### src/rtl/mips_defs.sv
// rtl/mips_defs.sv - shared MIPS opcode, op_sel and loader state encodings
package mips_defs;

  // Primary opcode field values, shared with the control decoder
  localparam logic [5:0] OPC_R_FORMAT = 6'd0;
  localparam logic [5:0] OPC_LW       = 6'd35;
  localparam logic [5:0] OPC_SW       = 6'd43;
  localparam logic [5:0] OPC_BEQ      = 6'd4;
  localparam logic [5:0] OPC_BNE      = 6'd5;
  localparam logic [5:0] OPC_J        = 6'd2;
  localparam logic [5:0] OPC_ADDI     = 6'd8;

  // Descriptor class as presented on op_sel
  typedef enum logic [2:0] {
    OP_R_FORMAT = 3'd0,
    OP_LW       = 3'd1,
    OP_SW       = 3'd2,
    OP_BEQ      = 3'd3,
    OP_BNE      = 3'd4,
    OP_J        = 3'd5,
    OP_ADDI     = 3'd6,
    OP_ILLEGAL  = 3'd7
  } op_sel_e;

  typedef enum logic [1:0] {
    ST_IDLE = 2'd0,
    ST_LOAD = 2'd1,
    ST_DONE = 2'd2
  } state_e;

endpackage

### src/rtl/instr_pack.sv
// rtl/instr_pack.sv - combinational descriptor to 32-bit MIPS word encoder
module instr_pack
  import mips_defs::*;
(
  input  logic [2:0]  op_sel,
  input  logic [4:0]  rs,
  input  logic [4:0]  rt,
  input  logic [4:0]  rd,
  input  logic [5:0]  funct,
  input  logic [15:0] imm,
  input  logic [25:0] target,
  output logic [31:0] word,
  output logic        illegal
);

  // Assemble the instruction fields for the selected class; unknown class flags illegal
  always_comb begin
    word    = 32'd0;
    illegal = 1'b0;
    case (op_sel_e'(op_sel))
      OP_R_FORMAT: word = {OPC_R_FORMAT, rs, rt, rd, 5'd0, funct};
      OP_LW:       word = {OPC_LW, rs, rt, imm};
      OP_SW:       word = {OPC_SW, rs, rt, imm};
      OP_BEQ:      word = {OPC_BEQ, rs, rt, imm};
      OP_BNE:      word = {OPC_BNE, rs, rt, imm};
      OP_J:        word = {OPC_J, target};
      OP_ADDI:     word = {OPC_ADDI, rs, rt, imm};
      default:     illegal = 1'b1;
    endcase
  end

endmodule

### src/rtl/instr_encode_loader.sv
// rtl/instr_encode_loader.sv - encodes instruction descriptors and writes them to imem
module instr_encode_loader
  import mips_defs::*;
#(
  parameter int unsigned        DEPTH     = 64,
  parameter int unsigned        ADDR_W    = 32,
  parameter logic [ADDR_W-1:0]  BASE_ADDR = '0
) (
  input  logic                     clk,
  input  logic                     reset_n,
  input  logic                     start,
  input  logic                     in_valid,
  output logic                     in_ready,
  input  logic [2:0]               op_sel,
  input  logic [4:0]               rs,
  input  logic [4:0]               rt,
  input  logic [4:0]               rd,
  input  logic [5:0]               funct,
  input  logic [15:0]              imm,
  input  logic [25:0]              target,
  input  logic                     last,
  output logic                     imem_we,
  output logic [ADDR_W-1:0]        imem_addr,
  output logic [31:0]              imem_wdata,
  output logic [$clog2(DEPTH):0]   count,
  output logic                     done,
  output logic                     err
);

  localparam int unsigned CW = $clog2(DEPTH) + 1;
  localparam logic [CW:0] DEPTH_L = (CW+1)'(DEPTH);

  state_e            state_q, state_d;
  logic              fin_q, fin_d;
  logic              err_q, err_d;
  logic              we_q, we_d;
  logic [ADDR_W-1:0] addr_q, addr_d;
  logic [31:0]       wdata_q, wdata_d;
  logic [CW-1:0]     count_q, count_d;

  logic [31:0]       word;
  logic              illegal;
  logic [CW:0]       total;
  logic              accept;
  logic              fills;

  instr_pack u_pack (
    .op_sel  (op_sel),
    .rs      (rs),
    .rt      (rt),
    .rd      (rd),
    .funct   (funct),
    .imm     (imm),
    .target  (target),
    .word    (word),
    .illegal (illegal)
  );

  // Words written plus the one in flight; fin_q blocks accepts once the program end is booked
  assign total    = {1'b0, count_q} + {{CW{1'b0}}, we_q};
  assign in_ready = (state_q == ST_LOAD) && !fin_q && (total < DEPTH_L);
  assign accept   = in_valid && in_ready;
  assign fills    = !illegal && ((total + (CW+1)'(1)) == DEPTH_L);

  assign imem_we    = we_q;
  assign imem_addr  = addr_q;
  assign imem_wdata = wdata_q;
  assign count      = count_q;
  assign done       = (state_q == ST_DONE);
  assign err        = err_q;

  // Next-state: FSM, write register, address/count advance after each write
  always_comb begin
    state_d = state_q;
    fin_d   = fin_q;
    err_d   = err_q;
    we_d    = 1'b0;
    addr_d  = addr_q;
    wdata_d = wdata_q;
    count_d = count_q;

    if (we_q) begin
      addr_d  = addr_q + ADDR_W'(4);
      count_d = count_q + CW'(1);
    end

    case (state_q)
      ST_IDLE, ST_DONE: begin
        if (start) begin
          state_d = ST_LOAD;
          fin_d   = 1'b0;
          err_d   = 1'b0;
          addr_d  = BASE_ADDR;
          count_d = '0;
        end
      end
      ST_LOAD: begin
        if (fin_q) begin
          state_d = ST_DONE;
        end else if (accept) begin
          if (illegal) begin
            err_d = 1'b1;
          end else begin
            we_d    = 1'b1;
            wdata_d = word;
          end
          if (last || fills) fin_d = 1'b1;
          if (fills && !last) err_d = 1'b1;
        end
      end
      default: state_d = ST_IDLE;
    endcase
  end

  // State and output registers, cleared immediately on reset
  always_ff @(posedge clk or negedge reset_n) begin
    if (!reset_n) begin
      state_q <= ST_IDLE;
      fin_q   <= 1'b0;
      err_q   <= 1'b0;
      we_q    <= 1'b0;
      addr_q  <= BASE_ADDR;
      wdata_q <= 32'd0;
      count_q <= '0;
    end else begin
      state_q <= state_d;
      fin_q   <= fin_d;
      err_q   <= err_d;
      we_q    <= we_d;
      addr_q  <= addr_d;
      wdata_q <= wdata_d;
      count_q <= count_d;
    end
  end

endmodule

### config.mk
export PLATFORM = sky130hd
export DESIGN_NAME = instr_encode_loader
export DESIGN_NICKNAME = d
export VERILOG_FILES = /design/src/rtl/mips_defs.sv /design/src/rtl/instr_pack.sv /design/src/rtl/instr_encode_loader.sv
export SDC_FILE = /design/constraint.sdc
export NUM_CORES = 1
export LEC_CHECK = 0
export CAP_MARGIN = 25
export CORE_UTILIZATION = 44
export DETAILED_ROUTE_END_ITERATION = 7
export PLACE_DENSITY = 0.81
export SLEW_MARGIN = 20
export SYNTH_ARGS = -nofsm -noshare
export SYNTH_HDL_FRONTEND = slang
export SYNTH_SLANG_ARGS = --single-unit
### constraint.sdc
create_clock -name clk -period 2.8 [get_ports clk]
set_input_delay 0.56 -clock clk [delete_from_list [all_inputs] [get_ports clk]]
set_output_delay 0.56 -clock clk [all_outputs]
set_load 0.005 [all_outputs]
### Word level (Yosys, flattened, before mapping)

Cells that the tools add are included.

* register bits after elaboration: 76
* input port bits: 71

* $lt $le $gt $ge: 1
* $add $sub $neg: 4
* equality and inequality tests: 14
* reduce and logical (&&, ||, !) cells: 17
* bitwise operators: 1
* multiplexer cells: 24

Operators with widths (number)
* 32-bit one-hot mux with 7 select lines: 1
* 32-bit 2-to-1 mux: 3
* 32-bit by 3-bit adder with 32-bit output (second input constant): 1
* 7-bit 2-to-1 mux: 3
* 1-bit 2-to-1 mux: 12
* 3-bit == test (second input constant): 3
* 7-bit by 1-bit adder with 8-bit output: 1
* 8-bit by 1-bit adder with 8-bit output (second input constant): 1
* 8-bit by 7-bit == test with 1-bit output (second input constant): 1
* 8-bit by 7-bit < comparator with 1-bit output (second input constant): 1
* 2-bit inequality test (second input constant): 4
* 7-bit by 1-bit adder with 7-bit output (second input constant): 1
* 7-bit OR reduction: 1
* 3-bit by 2-bit == test with 1-bit output (second input constant): 2
* 1-bit logical AND: 5
* 5-bit AND reduction: 1
* 2-bit 2-to-1 mux: 2
* 1-bit one-hot mux with 2 select lines: 2
* 2-bit one-hot mux with 2 select lines: 1
* 2-bit AND reduction: 2
* 4-bit AND reduction: 1
* 3-bit by 1-bit == test with 1-bit output (second input constant): 1
* 3-bit zero test: 1
* 3-bit by 2-bit inequality test with 1-bit output (second input constant): 1
* other kinds (8): 9

### Logic depth before layout (Yosys ltp)

* depth in word-level cells: 9
* gate-level depth with buffers: 8
* gate-level depth less buffers: 7

### Hierarchy

Synthesis repeated with hierarchy kept, for this count alone.

* cell total of the unflattened synthesis: 430
* area total of the unflattened synthesis: 4216.5 um^2

By module, submodules not included
* instr_encode_loader: instances 1, cells each 308, area an instance 3458.3 um^2, sequential area each 1851.8 um^2
* instr_pack: instances 1, cells each 122, area an instance 758.2 um^2, sequential area each 0.0 um^2

### Least setup slack after synthesis

OpenSTA, ideal clock, no wires.

* path kind: reg-to-reg
* start point: register we_q (netlist: imem_we)
* end point: register wdata_q[10] (netlist: imem_wdata[10])
* path buffers: 2
* slack: 408 ps
* clock period less this slack: 2392 ps
* stages on the path, launching flop included: 9
* data required time: 2663 ps
* data arrival time: 2256 ps
* path through: dfrtp_1 -> ha_1 -> ha_1 -> and3_1 -> a21o_1 -> a21oi_1 -> clkbuf_1 -> buf_1 -> a21oi_1

* word-level cells in the longest chain between the ends: 5

RTL lines
* start, declared: RTL line instr_encode_loader.sv:36 `logic we_q, we_d;`
* start signal, assigned: RTL line instr_encode_loader.sv:129 `we_q <= we_d;`
* 7-bit by 1-bit adder with 8-bit output: RTL line instr_encode_loader.sv:60 `assign total = {1'b0, count_q} + {{CW{1'b0}}, we_q};`
* 8-bit by 7-bit < comparator with 1-bit output: RTL line instr_encode_loader.sv:61 `assign in_ready = (state_q == ST_LOAD) && !fin_q && (total < DEPTH_L);`
* 1-bit logical AND: RTL line instr_encode_loader.sv:61
* 1-bit logical AND: RTL line instr_encode_loader.sv:62 `assign accept = in_valid && in_ready;`
* 4-bit AND reduction (no source line)
* end signal, assigned: RTL line instr_encode_loader.sv:131 `wdata_q <= wdata_d;`
* end, declared: RTL line instr_encode_loader.sv:38 `logic [31:0] wdata_q, wdata_d;`

Every way passes these cells.
A chain may end at the register's enable or synchronous reset.

### Worst setup path after layout

* start point: register addr_q[11] (netlist: imem_addr[11])
* end point: register addr_q[31] (netlist: imem_addr[31])

* word-level cells in the longest chain between the ends: 4

RTL lines
* start, declared: RTL line instr_encode_loader.sv:37 `logic [ADDR_W-1:0] addr_q, addr_d;`
* start signal, assigned: RTL line instr_encode_loader.sv:130 `addr_q <= addr_d;`
* 32-bit by 3-bit adder with 32-bit output *: RTL line instr_encode_loader.sv:83 `addr_d = addr_q + ADDR_W'(4);`
* 32-bit 2-to-1 mux *: RTL line instr_encode_loader.sv:82 `if (we_q) begin`
* 32-bit 2-to-1 mux: RTL line instr_encode_loader.sv:89 `if (start) begin`
* 32-bit 2-to-1 mux *: RTL line instr_encode_loader.sv:87 `case (state_q)`
* named net addr_d[31]: RTL line instr_encode_loader.sv:37

Mark *: on every way through the listed nets, which the timed path passes. The rest lies on a longest branch.

==> reports/summary.txt <==
Seq cells post-synth: 73
CP Launch Type: register
Pin count of the biggest net entering global routing: 74
Setup Skew: 0.0129 ns
Distinct cells, synth: 43
Share of layout cells above drive strength 1: 8.67%
Crit Path Category: reg2reg
FF+latch area: 0.00183 mm^2
Floorplan die height: 94.3 um
Post-Syn Instances: 391
Worst slew pin tran: 0.729 ns
Top cell type's share of synthesized area: 48.7%
Global route total overflow: 0
Worst EP arrival: 2.85 ns
P_sw: 0.00125 W
Status: complete, no violations
Max Freq: 387 MHz
DRC violations left: 0
CTS tree: yes
Fin. Hold Viols: 0
Diode count: 0
Die Wd: 94.3 um
Fin nets: 612
GRT Util Overall: 23.8%
Remaining antenna violation count: 0
Slew HR: 50.9%
Hold_ws: 0.101 ns
Initial drt markers: 152
Synthesized area per cell: 9.59 um^2
Buffers on Ports: 142
Synth area leaders: dfrtp_1 49%, a21oi_1 5.6%, nor2_1 4.6%
Endpoints failing setup: 0
Worst-path maximum fanout: 8
CP dominant cell by count: or4_1
Die footprint: 0.00890 mm^2
Multi-input gate area: 0.00180 mm^2
Area delta synth->final: 47.4%
Root Buffer: clkbuf_8
HP Class: in2async
Crit path time final: 2.58 ns
Vias per Instance: 5.48
I/O pin count: 146
Routed wire length: 10200 um
RSZ-0062 raised after global routing: false
Max Buffers Root-to-Sink: 2
Synth area leader: dfrtp_1
CTS sink cnt: 73
Initial antenna violation count: 0
Post-synth top cells: 73 x dfrtp_1, 46 x nor2_1, 42 x a21oi_1, 22 x nand2_1, 17 x clkbuf_1
Worst Reg-to-Reg Cells: 5
Total power: 0.00380 W
First-pass GRT wire length: 16200 um
First-pass DRT Iterations: 4
Logic pwr share: 39.3%
Worst VDD drop: 0.000390 V
Site Rows: 33
Drt wl/cell: 15.8 um
PnR worst setup slack: 0.218 ns
Clk pwr share: 19.4%
Worst path cell trace: nand4_1 -> or4_1 -> or4_1 -> or3_1 -> a21oi_1
Pwr Density: 688 mW/mm^2
Max-cap violations: 0
Routability cong.: 0.799
Sw frac: 32.9%
Critical-path top delay cell: or4_1
CTS H-tree lvls: 3
Final setup TNS: 0 ns
Post-synthesis sequential area ratio: 48.7%
Routed via count: 3544
Initial Util: 45.7%
Post-CTS Hold Buffers: 0
Worst slack, placed: 0.128 ns
Post-synth design cell area: 0.00375 mm^2
FILL cells: 650
Final slew viol count: 0
Synth Flop Type: dfrtp_1
Final period utilization: 92.2%
Cell-internal power: 0.00255 W
Worst EP required: 3.07 ns
Sequential share of power: 41.3%
Core Area: 0.00822 mm^2
Cts bufs inserted: 9
CP endpoint kind: register
Cell with the most instances after synthesis: dfrtp_1
FFs w/ async S/R, synth: 100%
Synth warn: 0
Leak Pwr: 2.22 nW
Clock-pin slew on the worst setup and hold paths: 0.08 ns
Post-synth EDFFs: 0
Vias in the first global route: 3374
Post-DP HPWL: 7320 um
Skew-Pair Late Insertion Delay: 0.34 ns
Slowest stage delay, CP: 0.67 ns
## routing by layer
layer	share of wire [%]	GRT usage, %	vias to the layer above
met5	0	0	-
met4	1.2	7.44	0
met3	9.1	8.70	12
met2	48	38.4	139
met1	42	29.8	1692
li1	-	-	1701
## timing repair
action                                  CTS  global route
endpoints found under the hold margin     0             0
endpoints found under the setup margin    1             1
gates resized for setup                   0             1
buffers inserted                          3             0
pin swaps                                 1             0
## path summary, 6_finish.rpt
path,startpoint,endpoint,slack [ns]
max,imem_addr[11],imem_addr[31],0.22
min,reset_n,state_q[1],0.10
min reg2reg,state_q[1],state_q[1],0.51
max reg2reg,imem_addr[11],imem_addr[31],0.22
max in group asynchronous,reset_n,count[1],2.13
min in group clk,state_q[1],state_q[1],0.51
## cell type report
| cell class | count | share of cell area (%) |
|---|---|---|
| tap | 105 | 2.38 |
| multi-input combinational | 286 | 32.6 |
| timing repair buffer | 158 | 28.2 |
| clock buffer | 10 | 2.31 |
| sequential | 73 | 33.0 |
| inverter | 9 | 0.611 |
| clock inverter | 6 | 0.792 |
## sequential cells by signal (all words and copies together) (netlist names)
register    flops
imem_wdata     31
imem_addr      30
count           7
state_q         2
err             1
fin_q           1
imem_we         1
## power groups by stage
stage,sequential [W],combinational [W],clock (W)
6_report,0.00157,0.00150,0.000736
5_1_grt,0.00161,0.00164,0.000800
4_1_cts,0.00157,0.00151,0.000745
3_5_place_dp,0.00158,0.00149,0
3_3_place_gp,0.00158,0.00145,0
2_1_floorplan,0.00156,0.000611,0
## worst max-delay path, delay by kind of cell, from the launching register on
kind             cells  cell delay (ns)
flip-flops           1             0.47
AND/OR/NAND/NOR      4             1.90
AO/OA/AOI/OAI        1             0.14
## cell families (layout without fill, tap and decap cells)
logic type	Yosys count	in the layout	share of synthesized area (%)
compound gates	95	95	15.9
fa+ha+maj	4	4	1.33
buf+inv	34	183	3.77
mux	24	24	6.77
other cells	1	3	0.100
xor+xnor	24	24	5.60
flops	73	73	48.7
simple gates	136	136	17.8
## metrics by stage
| step | cell area [um^2] | instances | util, % |
|---|---|---|---|
| CTS | 5500 | 646 | 66.9 |
| detailed placement | 5310 | 627 | 64.6 |
| floorplan | 3760 | 393 | - |
| global placement | 5310 | 627 | 64.6 |
| global route | 5530 | 647 | 67.3 |
| finish | 5530 | 647 | 67.3 |
## cells in the final DEF (no fill, tap or decap), types with 2 or more instances in the layout
cell type,instances
xnor2_1,14
nor2_1,45
dfrtp_1,73
or4_1,4
or3_1,15
xor2_1,10
nand2b_1,2
nand2_1,22
nand3_1,16
a22o_1,2
ha_1,4
mux2_2,11
o211ai_1,2
and3_1,2
clkinvlp_4,4
nor3_1,6
mux2i_1,13
buf_4,16
clkbuf_8,9
o21ai_0,14
clkdlybuf4s50_1,140
inv_1,8
and2_1,2
nand4_1,13
a21boi_0,2
conb_1,3
a221oi_1,11
nor4_1,4
a21oi_1,41
a22oi_1,15
Power figures use the tool's default switching activity.
